==> config.mk <==
export PLATFORM = sky130hd
export DESIGN_NAME = btn_cmd_arbiter
export DESIGN_NICKNAME = d
export VERILOG_FILES = /design/src/rtl/btn_arb_pkg.sv /design/src/rtl/rr_pick.sv /design/src/rtl/btn_cmd_arbiter.sv
export SDC_FILE = /design/constraint.sdc
export NUM_CORES = 1
export LEC_CHECK = 0
export ABC_CLOCK_PERIOD_IN_PS = 2840
export CORE_ASPECT_RATIO = 0.9
export CORE_MARGIN = 5
export CORE_UTILIZATION = 54
export DETAILED_ROUTE_END_ITERATION = 10
export GPL_TIMING_DRIVEN = 0
export PLACE_DENSITY = 0.79
export SYNTH_ARGS = -nofsm -noshare
export SYNTH_HDL_FRONTEND = slang
export SYNTH_HIERARCHICAL = 1
export SYNTH_SLANG_ARGS = --single-unit
==> constraint.sdc <==
create_clock -name CLK -period 2.84 [get_ports CLK]
set_input_delay 0.568 -clock CLK [delete_from_list [all_inputs] [get_ports CLK]]
set_output_delay 0.568 -clock CLK [all_outputs]
set_load 0.005 [all_outputs]
==> src/rtl/btn_arb_pkg.sv <==
// Shared constants for the button command arbiter: state encoding,
// default lockout length and lock counter width.
package btn_arb_pkg;

    typedef logic [1:0] state_t;

    localparam state_t ST_IDLE    = 2'd0;
    localparam state_t ST_GRANT   = 2'd1;
    localparam state_t ST_LOCKOUT = 2'd2;

    localparam int DEF_LOCK_LEN = 16;
    localparam int LOCK_W       = 8;

endpackage

==> src/rtl/rr_pick.sv <==
// Combinational round-robin picker: first set bit of pend_i searching upward
// from ptr_i with wrap-around. Generic so other shared resources can reuse it.
module rr_pick #(
    parameter int N   = 4,
    parameter int IDW = 2
) (
    input  logic [N-1:0]   pend_i,
    input  logic [IDW-1:0] ptr_i,
    output logic [IDW-1:0] win_o,
    output logic           any_o
);

    logic [IDW:0]   sum;
    logic [IDW-1:0] idx;

    // Walk from the farthest slot back toward the pointer so the closest hit wins.
    always_comb begin
        win_o = '0;
        sum   = '0;
        idx   = '0;
        for (int k = N-1; k >= 0; k--) begin
            sum = {1'b0, ptr_i} + (IDW+1)'(k);
            if (sum >= (IDW+1)'(N))
                sum = sum - (IDW+1)'(N);
            idx = sum[IDW-1:0];
            if (pend_i[idx])
                win_o = idx;
        end
    end

    assign any_o = |pend_i;

endmodule

==> src/rtl/btn_cmd_arbiter.sv <==
// Round-robin arbiter sharing one command channel among N_REQ button pulses,
// with a post-accept lockout. Define BTN_ARB_OVF_EN to add the OVF output.
module btn_cmd_arbiter
    import btn_arb_pkg::*;
#(
    parameter int N_REQ    = 4,
    parameter int ID_W     = 2,
    parameter int LOCK_LEN = DEF_LOCK_LEN
) (
    input  logic             CLK,
    input  logic             RST,
    input  logic [N_REQ-1:0] REQ,
    input  logic             CMD_READY,
    output logic             CMD_VALID,
    output logic [ID_W-1:0]  CMD_ID,
    output logic [N_REQ-1:0] PEND,
`ifdef BTN_ARB_OVF_EN
    output logic [N_REQ-1:0] OVF,
`endif
    output logic             BUSY
);

    state_t              state_q, state_d;
    logic [ID_W-1:0]     ptr_q, ptr_d, id_q, id_d, win;
    logic                vld_q, vld_d, any_pend, hs;
    logic [LOCK_W-1:0]   lock_q, lock_d;
    logic [N_REQ-1:0]    pend_q, pend_d, clr;

    assign hs = vld_q & CMD_READY;

    always_comb begin
        clr = '0;
        if (hs)
            clr[id_q] = 1'b1;
    end

    // A new pulse overrides the clear of the bit being handed off.
    assign pend_d = REQ | (pend_q & ~clr);

    rr_pick #(.N(N_REQ), .IDW(ID_W)) u_pick (
        .pend_i (pend_q),
        .ptr_i  (ptr_q),
        .win_o  (win),
        .any_o  (any_pend)
    );

    always_ff @(posedge CLK or posedge RST) begin
        if (RST) state_q <= ST_IDLE;
        else     state_q <= state_d;
    end

    always_comb begin
        state_d = state_q;
        case (state_q)
            ST_IDLE:    if (any_pend)      state_d = ST_GRANT;
            ST_GRANT:   if (hs)            state_d = ST_LOCKOUT;
            ST_LOCKOUT: if (lock_q == '0)  state_d = ST_IDLE;
            default:                       state_d = ST_IDLE;
        endcase
    end

    always_comb begin
        vld_d  = vld_q;
        id_d   = id_q;
        ptr_d  = ptr_q;
        lock_d = lock_q;
        case (state_q)
            ST_IDLE: begin
                if (any_pend) begin
                    vld_d = 1'b1;
                    id_d  = win;
                end
            end
            ST_GRANT: begin
                if (hs) begin
                    vld_d  = 1'b0;
                    ptr_d  = (id_q == ID_W'(N_REQ-1)) ? '0 : id_q + ID_W'(1);
                    lock_d = LOCK_W'(LOCK_LEN-1);
                end
            end
            ST_LOCKOUT: begin
                if (lock_q != '0)
                    lock_d = lock_q - LOCK_W'(1);
            end
            default: vld_d = 1'b0;
        endcase
    end

    always_ff @(posedge CLK or posedge RST) begin
        if (RST) begin
            pend_q <= '0;
            vld_q  <= 1'b0;
            id_q   <= '0;
            ptr_q  <= '0;
            lock_q <= '0;
        end else begin
            pend_q <= pend_d;
            vld_q  <= vld_d;
            id_q   <= id_d;
            ptr_q  <= ptr_d;
            lock_q <= lock_d;
        end
    end

`ifdef BTN_ARB_OVF_EN
    logic [N_REQ-1:0] ovf_q;

    // Pulses that land on an already-pending bit, unless it is being released.
    always_ff @(posedge CLK or posedge RST) begin
        if (RST) ovf_q <= '0;
        else     ovf_q <= ovf_q | (REQ & pend_q & ~clr);
    end

    assign OVF = ovf_q;
`endif

    assign CMD_VALID = vld_q;
    assign CMD_ID    = id_q;
    assign PEND      = pend_q;
    assign BUSY      = (state_q == ST_GRANT) || (state_q == ST_LOCKOUT);

endmodule
==> summary.md, run 1 <==
| Metric | Value |
|---|---|
| Vias | slightly above 900 |
| Buffers and inverters on the worst path | 2 |
| Fillers | 189 |
| Worst hold path class | register to register |
| Synth Area in Adders | 10.8% |
| First-pass GRT wire length | 4130 um |
| Critical path's slowest cell | or4_1 |
| FF/Latch Area | about 480 um^2 |
| Psw | 0.466 mW |
| Outcome | finished, final reports clean |
| Max Fclk | 459 MHz |
| Min cycle time layout | approximately 2.2 ns |
| Maximum Capacitance Violations | 0 |
| Synthesized area per cell | about 9.7 um^2 |
| H-Tree Depth | 1 |
| HPWL after DPL | approximately 1800 um |
| # setup viols final | 0 |
| Fin Hold WS | about 0.53 ns |
| Data required, critical path | around 3.1 ns |
| Routed Antenna Nets | 0 |
| Boundary pin count | 15 |
| Yosys cell types | 38 |
| Ys Warns | 6 |
| RSZ-0062 raised after global routing | no |
| Maximum fanout along the worst path | 9 |
| #FFs+latches synth | 19 |
| # nets final | between 150 and 200 |
| Reg clk slew, reported paths | ~0.10 ns |
| DRT Pass-1 Iters | 4 |
| Avg WL per Cell | about 14 um |
| Synth top area cells | dfrtp_1 (41%), ha_1 (11%), nand2_1 (4.2%) |
| Pre-CTS WS | about 0.53 ns |
| Drt total wl | around 2300 um |
| Slew @ Worst Pin | 0.730 ns |
| Clock share of power | 11.2% |
| Fin crit share | between 70% and 80% |
| Dominant cell type by area after synthesis | dfrtp_1 |
| CTS tree | done |
| Hold buffers post-CTS | 0 |
| Share of the synthesized area in the top cell type | 40.9% |
| Comb pwr share | around 49% |
| CP cell instances | or4_1 > buf_2 > o311a_1 > buf_6 > o2111ai_1 > mux2i_1 |
| Pin count of the biggest net entering global routing | 20 |
| Clock Latency Late Sink | ~0.30 ns |
| Initial DRC Count | 23 |
| Crit path DAT | around 2.4 ns |
| Dominant synthesized flop cell | dfrtp_1 |
| Die X | around 59 um |
| Num CTS Buffers | 3 |
| Resized cells post-CTS | 0 |
| Mux cell area share after synthesis | 6.45% |
| Post-synthesis compound-gate area fraction | around 18% |
| Initial Util | 54.8% |
| CP Launch Type | register |
| Max_slew headroom | approximately 51% |
| Power Total | roughly 1.2 mW |
| XOR/XNOR share of the synthesized area | 0% |
| Ant diodes | 0 |
| Most frequent cells in the layout | dfrtp_1 (19), clkdlybuf4s50_1 (14), nand2_1 (13) |
| Die footprint | ~0.0032 mm^2 |
| Syn Nets | about 140 |
| Vias per inst | 5.55 |
| Fin worst setup slack | around 0.66 ns |
| Crit path capture type | register |
| P_int | approximately 0.75 mW |
| Post-CTS Setup Repair Bufs | 0 |
| Gpl congestion | a little under 0.8 |
| Initial antenna violation count | 0 |
| Layout Skew | roughly 0.0036 ns |
| FP Rows | 16 |
| Critical path class | register to register |
| Main combinational cell family by area after synthesis | simple AND/OR/NAND/NOR gates |
| Slowest Stage Delay on Critical Path | approximately 0.52 ns |
| Most common cell after layout, fill and taps aside | dfrtp_1 |
| Slew Limit Fails | 0 |
| Die height | 54.0 um |
| Switching Fraction | a little under 40% |
| Sequential area share after synthesis | between 40% and 50% |
| Placement-stage cell area | roughly 0.0013 mm^2 |
| CORE AREA | 0.00212 mm^2 |
| Synth Area in Simple Gates | 18.5% |
| Max clock buf depth | 2 |
| Mapped Area | about 0.0012 mm^2 |
| DRC | 0 |
| Post-Synthesis Cells | 120 |
| Pwr dens | between 800 and 900 mW/mm^2 |
| Post-synth EDFFs | 0 |
| Clock Sinks | 19 |
| Vias in the first global route | between 900 and 1000 |
| Gr ovfl total | 0 |
| Seq pwr share | roughly two fifths |
| Cell area after layout | between 0.001 and 0.0015 mm^2 |
| CP top delay family | compound AO/OA/AOI/OAI gates |
| CTS Root Cell | clkbuf_4 |
| Ys async rst share | 100% |
| VDD IR max | between 0.5 and 0.6 mV |
| IO buf count | 14 |
| Overall Global Routing Usage | 17.4% |
| Layout area overhead | 17.2% |
| Hold Vio Cnt, Final | 0 |
| Ratio of cells with drive above 1 in the final layout | about 11% |
| Setup TNS Final | 0 ns |
| Leak | about 0.6 nW |
| Area occupied by multi-input gates | roughly 620 um^2 |
-- layer usage --
metal / part of all wire, % / GRT usage, % / routed length, um / vias to the layer above
met5: 0 / 0 / 0 / -
met2: 47 / 28.3 / 1090 / 11
met3: 2.9 / 4.56 / 68 / 4
met4: 1.5 / 6.79 / 35 / 0
met1: 49 / 22.2 / 1130 / 437
li1: - / - / - / 463
-- power groups by stage --
stage / combinational (mW) / sequential [mW] / clock, mW
6_report: 0.594 / 0.484 / 0.136
5_1_grt: 0.674 / 0.501 / 0.159
4_1_cts: 0.602 / 0.481 / 0.143
3_5_place_dp: 0.596 / 0.486 / 0
3_3_place_gp: 0.575 / 0.477 / 0
2_1_floorplan: 0.415 / 0.463 / 0
-- registers in the layout (all words and copies together), names as in the netlist --
register,count
CMD_VALID,1
lock_q,8
PEND,4
CMD_ID,2
state_q,2
ptr_q,2
-- final timing paths --
kind,from,to,slack [ns],depth (start not counted)
setup / recovery,lock_q[2],lock_q[5],0.66,6
max in group asynchronous,RST,state_q[0],1.69,2
setup reg to reg,lock_q[2],lock_q[5],0.66,6
hold / removal,lock_q[0],lock_q[0],0.53,1
hold reg to reg,lock_q[0],lock_q[0],0.53,1
min in group asynchronous,RST,lock_q[5],0.69,2
-- cells in the mapped netlist (3+ instances only) --
| cell type | n |
|---|---|
| mux2_2 | 4 |
| a21oi_1 | 4 |
| nor3b_1 | 4 |
| inv_1 | 11 |
| ha_1 | 10 |
| mux2i_1 | 3 |
| a21o_1 | 4 |
| o21ai_0 | 3 |
| dfrtp_1 | 19 |
| nand2b_1 | 4 |
| nand2_1 | 13 |
| nor2_1 | 8 |
-- worst register-to-register path: cells and delay by family, from the launching register on --
kind	cells	cell delay, ns
mux	1	0.23
buf+inv	2	0.31
simple gates	1	0.52
compound gates	2	0.61
flops	1	0.44
-- per-stage QoR --
| stage | util (%) | instances |
|---|---|---|
| global placement | 63.0 | 161 |
| CTS | 64.3 | 165 |
| detailed placement | 63.0 | 161 |
| floorplan | - | 120 |
| global route | 64.3 | 165 |
| finish | 64.3 | 165 |
-- kinds of logic after synthesis --
group / count (synthesis)
buffers and inverters: 15
DFF: 19
adders and majority gates: 10
and+or+nand+nor: 42
AOI/OAI and AO/OA: 27
muxes: 7
-- area by class of cell --
type	instances	share of cell area [%]
timing repair buffer	14	10.3
clock buffer	4	1.93
inverter	11	3.03
sequential	19	34.9
multi-input combinational	86	45.4
tap	27	2.48
buffer	4	2.02
No activity file was read; power rests on OpenSTA's default activity.
==> inputs of run 2 (changes only) <==
ABC_CLOCK_PERIOD_IN_PS = 2000   (was 2840)
CORE_UTILIZATION = 48   (was 54)
PLACE_DENSITY = 0.75   (was 0.79)
clock period = 2 ns   (was 2.84 ns; I/O delays follow)
==> run 2 against run 1 <==
Net effect:
- hold slack got worse by 0.023 ns
- design area rose by 5.5%
- via count rose by 4.4%
- worst setup slack got worse by 0.61 ns
- first-iteration DRC count fell by 30%
- clock-buffer cell count did not move
- clock skew fell by 0.0012 ns
- sequential power rose by 43%
- critical path depth fell by 1
- routed wire length rose by 4.0%
- highest routed layer unchanged
==> summary.md, run 2 (synthesized netlist as in run 1, its figures left out) <==
| Metric | Value |
|---|---|
| Outcome | finished, final reports clean |
| Max clock buf depth | 2 (unchanged) |
| Pwr dens | 1260 mW/mm^2 (+42%) |
| Max_slew headroom | 51.5% (+0.26 points) |
| Crit path DAT | 2.15 ns (-0.25 ns) |
| # nets final | 159 (+1.9%) |
| Overall Global Routing Usage | 15.3% (-2.1 points) |
| CTS Root Cell | clkbuf_4 |
| Cell area after layout | 0.00144 mm^2 (+5.5%) |
| Critical path's slowest cell | or4_4 |
| Vias in the first global route | 959 (+4.4%) |
| Initial antenna violation count | 0 (unchanged) |
| Ratio of cells with drive above 1 in the final layout | 17.7% (+6.9 points) |
| Ant diodes | 0 (unchanged) |
| Max Fclk | 514 MHz (+12%) |
| Reg with most FFs | lock_q |
| Buffers and inverters on the worst path | 1 (-1) |
| Initial DRC Count | 16 (-30%) |
| Slew @ Worst Pin | 0.726 ns (-0.00388 ns) |
| DRC | 0 (unchanged) |
| Post-Layout Cell Count | 169 (+2.4%) |
| Data required, critical path | 2.20 ns (-0.86 ns) |
| Layout area overhead | 23.7% |
| H-Tree Depth | 1 (unchanged) |
| FP Rows | 17 (+1) |
| Clock Sinks | 19 (unchanged) |
| Most common cell after layout, fill and taps aside | dfrtp_1 |
| Gpl congestion | 0.827 (+7.6%) |
| Die X | 61.9 um (+5.0%) |
| CP Launch Type | register |
| Die height | 56.7 um (+4.9%) |
| HPWL after DPL | 1710 um (-2.9%) |
| Maximum Capacitance Violations | 0 (unchanged) |
| RSZ-0062 raised after global routing | yes |
| Layout Skew | 0.00244 ns (-0.00117 ns) |
| Maximum fanout along the worst path | 7 (-2) |
| Max reg flops | 8 (unchanged) |
| Placed cells | 162 (+0.62%) |
| Most frequent cells in the layout | dfrtp_1 (19), clkdlybuf4s50_1 (14), nand2_1 (13) |
| Die footprint | 0.00351 mm^2 (+10%) |
| Drt total wl | 2420 um (+4.0%) |
| Leak | 0.628 nW (+4.2%) |
| IO buf count | 14 (unchanged) |
| VDD IR max | 0.886 mV (+48%) |
| Vias per inst | 5.65 (+1.9%) |
| DRT Pass-1 Iters | 4 (unchanged) |
| CTS tree | done |
| Reg clk slew, reported paths | 0.11 ns (about the same) |
| Fin crit share | 97.3% (+21 points) |
| Min cycle time layout | 1.95 ns (-0.232 ns) |
| CORE AREA | 0.00238 mm^2 (+12%) |
| Slew Limit Fails | 0 (unchanged) |
| Worst hold path class | input port to asynchronous set/reset pin |
| Routed Antenna Nets | 0 (unchanged) |
| Power Total | 1.81 mW (+49%) |
| Num CTS Buffers | 3 (unchanged) |
| Hold buffers post-CTS | 0 (unchanged) |
| Boundary pin count | 15 (unchanged) |
| Avg WL per Cell | 14.3 um (+1.5%) |
| First-pass GRT wire length | 4080 um (-1.2%) |
| Fin Hold WS | 0.504 ns (-0.0229 ns) |
| CP cell instances | or4_4 > o311a_1 > buf_6 > o21a_1 > a31o_1 |
| Clock Latency Late Sink | 0.30 ns (about the same) |
| CP top delay family | compound AO/OA/AOI/OAI gates |
| Crit path capture type | register |
| Slowest Stage Delay on Critical Path | 0.58 ns (+0.06 ns) |
| # setup viols final | 0 (unchanged) |
| Placement-stage cell area | 0.00134 mm^2 (+0.47%) |
| Critical path class | register to register |
| Gr ovfl total | 0 (unchanged) |
| Pin count of the biggest net entering global routing | 20 (unchanged) |
| Vias | 955 (+4.4%) |
| Initial Util | 48.8% (-6.0 points) |
| Hold Vio Cnt, Final | 0 (unchanged) |
| Setup TNS Final | 0 ns (unchanged) |
-- run 2: cell count changes in the layout (fill, tap and decap cells not counted), sizes merged --
| cell | previous run | this run |
|---|---|---|
| buf | 3 | 6 |
-- run 2: layer usage --
metal  global-route usage [%]  share of wire, %  wire length, um  up-vias
met1                     19.1                44             1070      467
met2                     24.1                49             1190       16
met5                        0                 0                0        -
met3                     3.68               4.0               97        9
li1                         -                 -                -      463
met4                     7.58               2.4               58        0
-- run 2: timing repair --
action / CTS / global route
setup endpoints to repair: 6 / 8
pin swaps: 2 / 5
setup buffers: 1 / 3
gates resized for setup: 2 / 6
-- run 2: layout make-up --
type / count / area (um^2)
fillers: 201 / 943
multi-input cells: 86 / 668
flip-flops and latches: 19 / 475
repair buffers: 18 / 170
inverters: 11 / 41.3
well taps: 28 / 35.0
clock buffers: 4 / 26.3
plain buffers: 3 / 22.5
-- run 2: power by group --
group | switching (mW) | leakage, nW | internal (mW)
Sequential | 0.164 | 0.216 | 0.527
Clock | 0.123 | 0.0150 | 0.0778
Combinational | 0.421 | 0.397 | 0.501
-- run 2: worst paths after layout --
kind                       startpoint        end  slack, ns  cells past startpoint
hold / removal                    RST    PEND[3]       0.50                      2
setup / recovery            lock_q[4]  lock_q[7]       0.05                      5
min in group CLK            lock_q[0]  lock_q[0]       0.51                      1
setup reg to reg            lock_q[4]  lock_q[7]       0.05                      5
hold reg to reg             lock_q[0]  lock_q[0]       0.51                      1
max in group asynchronous         RST  CMD_VALID       1.04                      2
-- run 2: per-stage QoR --
step           util (%)  worst slack [ns]
3_5_place_dp       56.4           -0.0894
5_1_grt            60.4           -0.0107
2_1_floorplan         -            0.0118
3_3_place_gp       56.4           -0.0802
6_report           60.4            0.0538
4_1_cts            58.0            0.0165
==> inputs of run 3 (changes only) <==
SKIP_LAST_GASP = 1   (was not set)
==> run 3 against run 2 <==
Net effect:
- hold slack improved by 0.0023 ns
- worst setup slack got worse by 0.012 ns
- design area unchanged
==> summary.md, run 3 (synthesized netlist as in run 1, its figures left out) <==
| Metric | Value |
|---|---|
| Maximum fanout along the worst path | 7 (unchanged) |
| Leak | 0.628 nW (about the same) |
| Fillers | 201 (unchanged) |
| Gpl congestion | 0.827 (unchanged) |
| Initial antenna violation count | 0 (unchanged) |
| Slew Limit Fails | 0 (unchanged) |
| DRT Pass-1 Iters | 4 (unchanged) |
| First-pass GRT wire length | 4080 um (unchanged) |
| Final design utilization | 60.4% (unchanged) |
| FF/Latch Area | 475 um^2 (unchanged) |
| Data required, critical path | 2.20 ns (about the same) |
| CTS Root Cell | clkbuf_4 |
| Num CTS Buffers | 3 (unchanged) |
| Most frequent cells in the layout | dfrtp_1 (19), clkdlybuf4s50_1 (14), nand2_1 (13) |
| Critical path's slowest cell | or4_4 |
| Most common cell after layout, fill and taps aside | dfrtp_1 |
| Avg WL per Cell | 14.3 um (-0.29%) |
| Worst R2R End | lock_q[7] |
| Die height | 56.7 um (unchanged) |
| Pin count of the biggest net entering global routing | 20 (unchanged) |
| Clock Latency Late Sink | 0.30 ns (about the same) |
| Max clock buf depth | 2 (unchanged) |
| R2r setup slk | 0.04 ns (about the same) |
| Worst hold path class | input port to asynchronous set/reset pin |
| R2r startpoint | lock_q[4] |
| Maximum Capacitance Violations | 0 (unchanged) |
| Die X | 61.9 um (unchanged) |
| HPWL after DPL | 1710 um (unchanged) |
| CP Launch Type | register |
| CP cell instances | or4_4 > o311a_1 > buf_6 > o21a_1 > a31o_1 |
| Outcome | finished, final reports clean |
| Buffers and inverters on the worst path | 1 (unchanged) |
| Ratio of cells with drive above 1 in the final layout | 17.7% (unchanged) |
| CTS tree | done |
| Gr ovfl total | 0 (unchanged) |
| # nets final | 159 (unchanged) |
| Worst setup path startpoint | lock_q[4] |
| Fin crit share | 97.9% (+0.59 points) |
| RSZ-0062 raised after global routing | yes |
| Layout area overhead | 23.7% (unchanged) |
| FP Rows | 17 (unchanged) |
| Initial DRC Count | 17 (+1) |
| Slowest Stage Delay on Critical Path | 0.58 ns (about the same) |
| Area occupied by multi-input gates | 668 um^2 (unchanged) |
| DRC | 0 (unchanged) |
| Vias per inst | 5.64 (-0.10%) |
| IO buf count | 14 (unchanged) |
| Max reg flops | 8 (unchanged) |
| Reg clk slew, reported paths | 0.11 ns (about the same) |
| Vias in the first global route | 959 (unchanged) |
| Fin Hold WS | 0.506 ns (+0.00235 ns) |
| Critical path class | register to register |
| Die footprint | 0.00351 mm^2 (unchanged) |
| Pwr dens | 1260 mW/mm^2 (-0.10%) |
| Crit path capture type | register |
| Hold buffers post-CTS | 0 (unchanged) |
| Hold Vio Cnt, Final | 0 (unchanged) |
| Drt total wl | 2410 um (-0.29%) |
| Reg2reg path depth | 5 (unchanged) |
| # setup viols final | 0 (unchanged) |
| Ant diodes | 0 (unchanged) |
| Routed Antenna Nets | 0 (unchanged) |
| Post-Layout Cell Count | 169 (unchanged) |
| Overall Global Routing Usage | 15.3% (unchanged) |
| Max_slew headroom | 51.6% (about the same) |
| H-Tree Depth | 1 (unchanged) |
| Layout Skew | 0.00174 ns (-0.000701 ns) |
| Vias | 954 (-0.10%) |
| Clock Sinks | 19 (unchanged) |
| Slew @ Worst Pin | 0.726 ns (-0.000516 ns) |
| VDD IR max | 0.886 mV (about the same) |
| Max Fclk | 511 MHz (-0.61%) |
| Min cycle time layout | 1.96 ns (+0.0119 ns) |
| Boundary pin count | 15 (unchanged) |
| CORE AREA | 0.00238 mm^2 (unchanged) |
| Initial Util | 48.8% (unchanged) |
| Crit path DAT | 2.16 ns (about the same) |
| Placed cells | 162 (unchanged) |
| CP top delay family | compound AO/OA/AOI/OAI gates |
| Reg with most FFs | lock_q |
run 3: cell counts in the layout (fill, tap and decap cells not counted):
Identical to the previous run, type by type.
run 3: how the worst max path moves through the flow:
stage,slack [ns],to,cells after the start
floorplan,0.01,lock_q[7],6
global placement,-0.08,lock_q[5],6
detailed placement,-0.09,lock_q[5],6
CTS,0.02,lock_q[7],5
global route,-0.01,lock_q[4],5
finish,0.04,lock_q[7],5
run 3: routing by layer:
metal  GRT usage (%)  up-vias  wire [um]
met3            3.68        9        100
met4            7.58        0         57
met1            19.1      465       1050
met5               0        -          0
met2            24.1       16       1200
li1                -      464          -
run 3: cell type report:
class | count | share of cell area (%)
Clock buffer | 4 | 1.83
Multi-Input combinational cell | 86 | 46.4
Sequential cell | 19 | 33.0
Tap cell | 28 | 2.43
Timing Repair Buffer | 18 | 11.8
Inverter | 11 | 2.87
Buffer | 3 | 1.57
run 3: repair_timing:
action | 4_1_cts | 5_1_grt
endpoints found under the setup margin | 6 | 8
resized for setup | 2 | 6
setup buffers | 1 | 3
pin swaps | 2 | 3
run 3: stage by stage:
stage	setup TNS, ns	cell area (um^2)	total power, mW	setup slack (ns)
after floorplan	0	1170	1.25	0.0118
after global placement	-0.264	1340	1.51	-0.0802
after detailed placement	-0.346	1340	1.55	-0.0894
after CTS	0	1380	1.76	0.0165
after global routing	-0.0255	1440	1.99	-0.0109
final	0	1440	1.81	0.0419
run 3: power by group:
group	switching, mW	internal [mW]
combinational	0.421	0.501
clock	0.122	0.0777
sequential	0.164	0.527
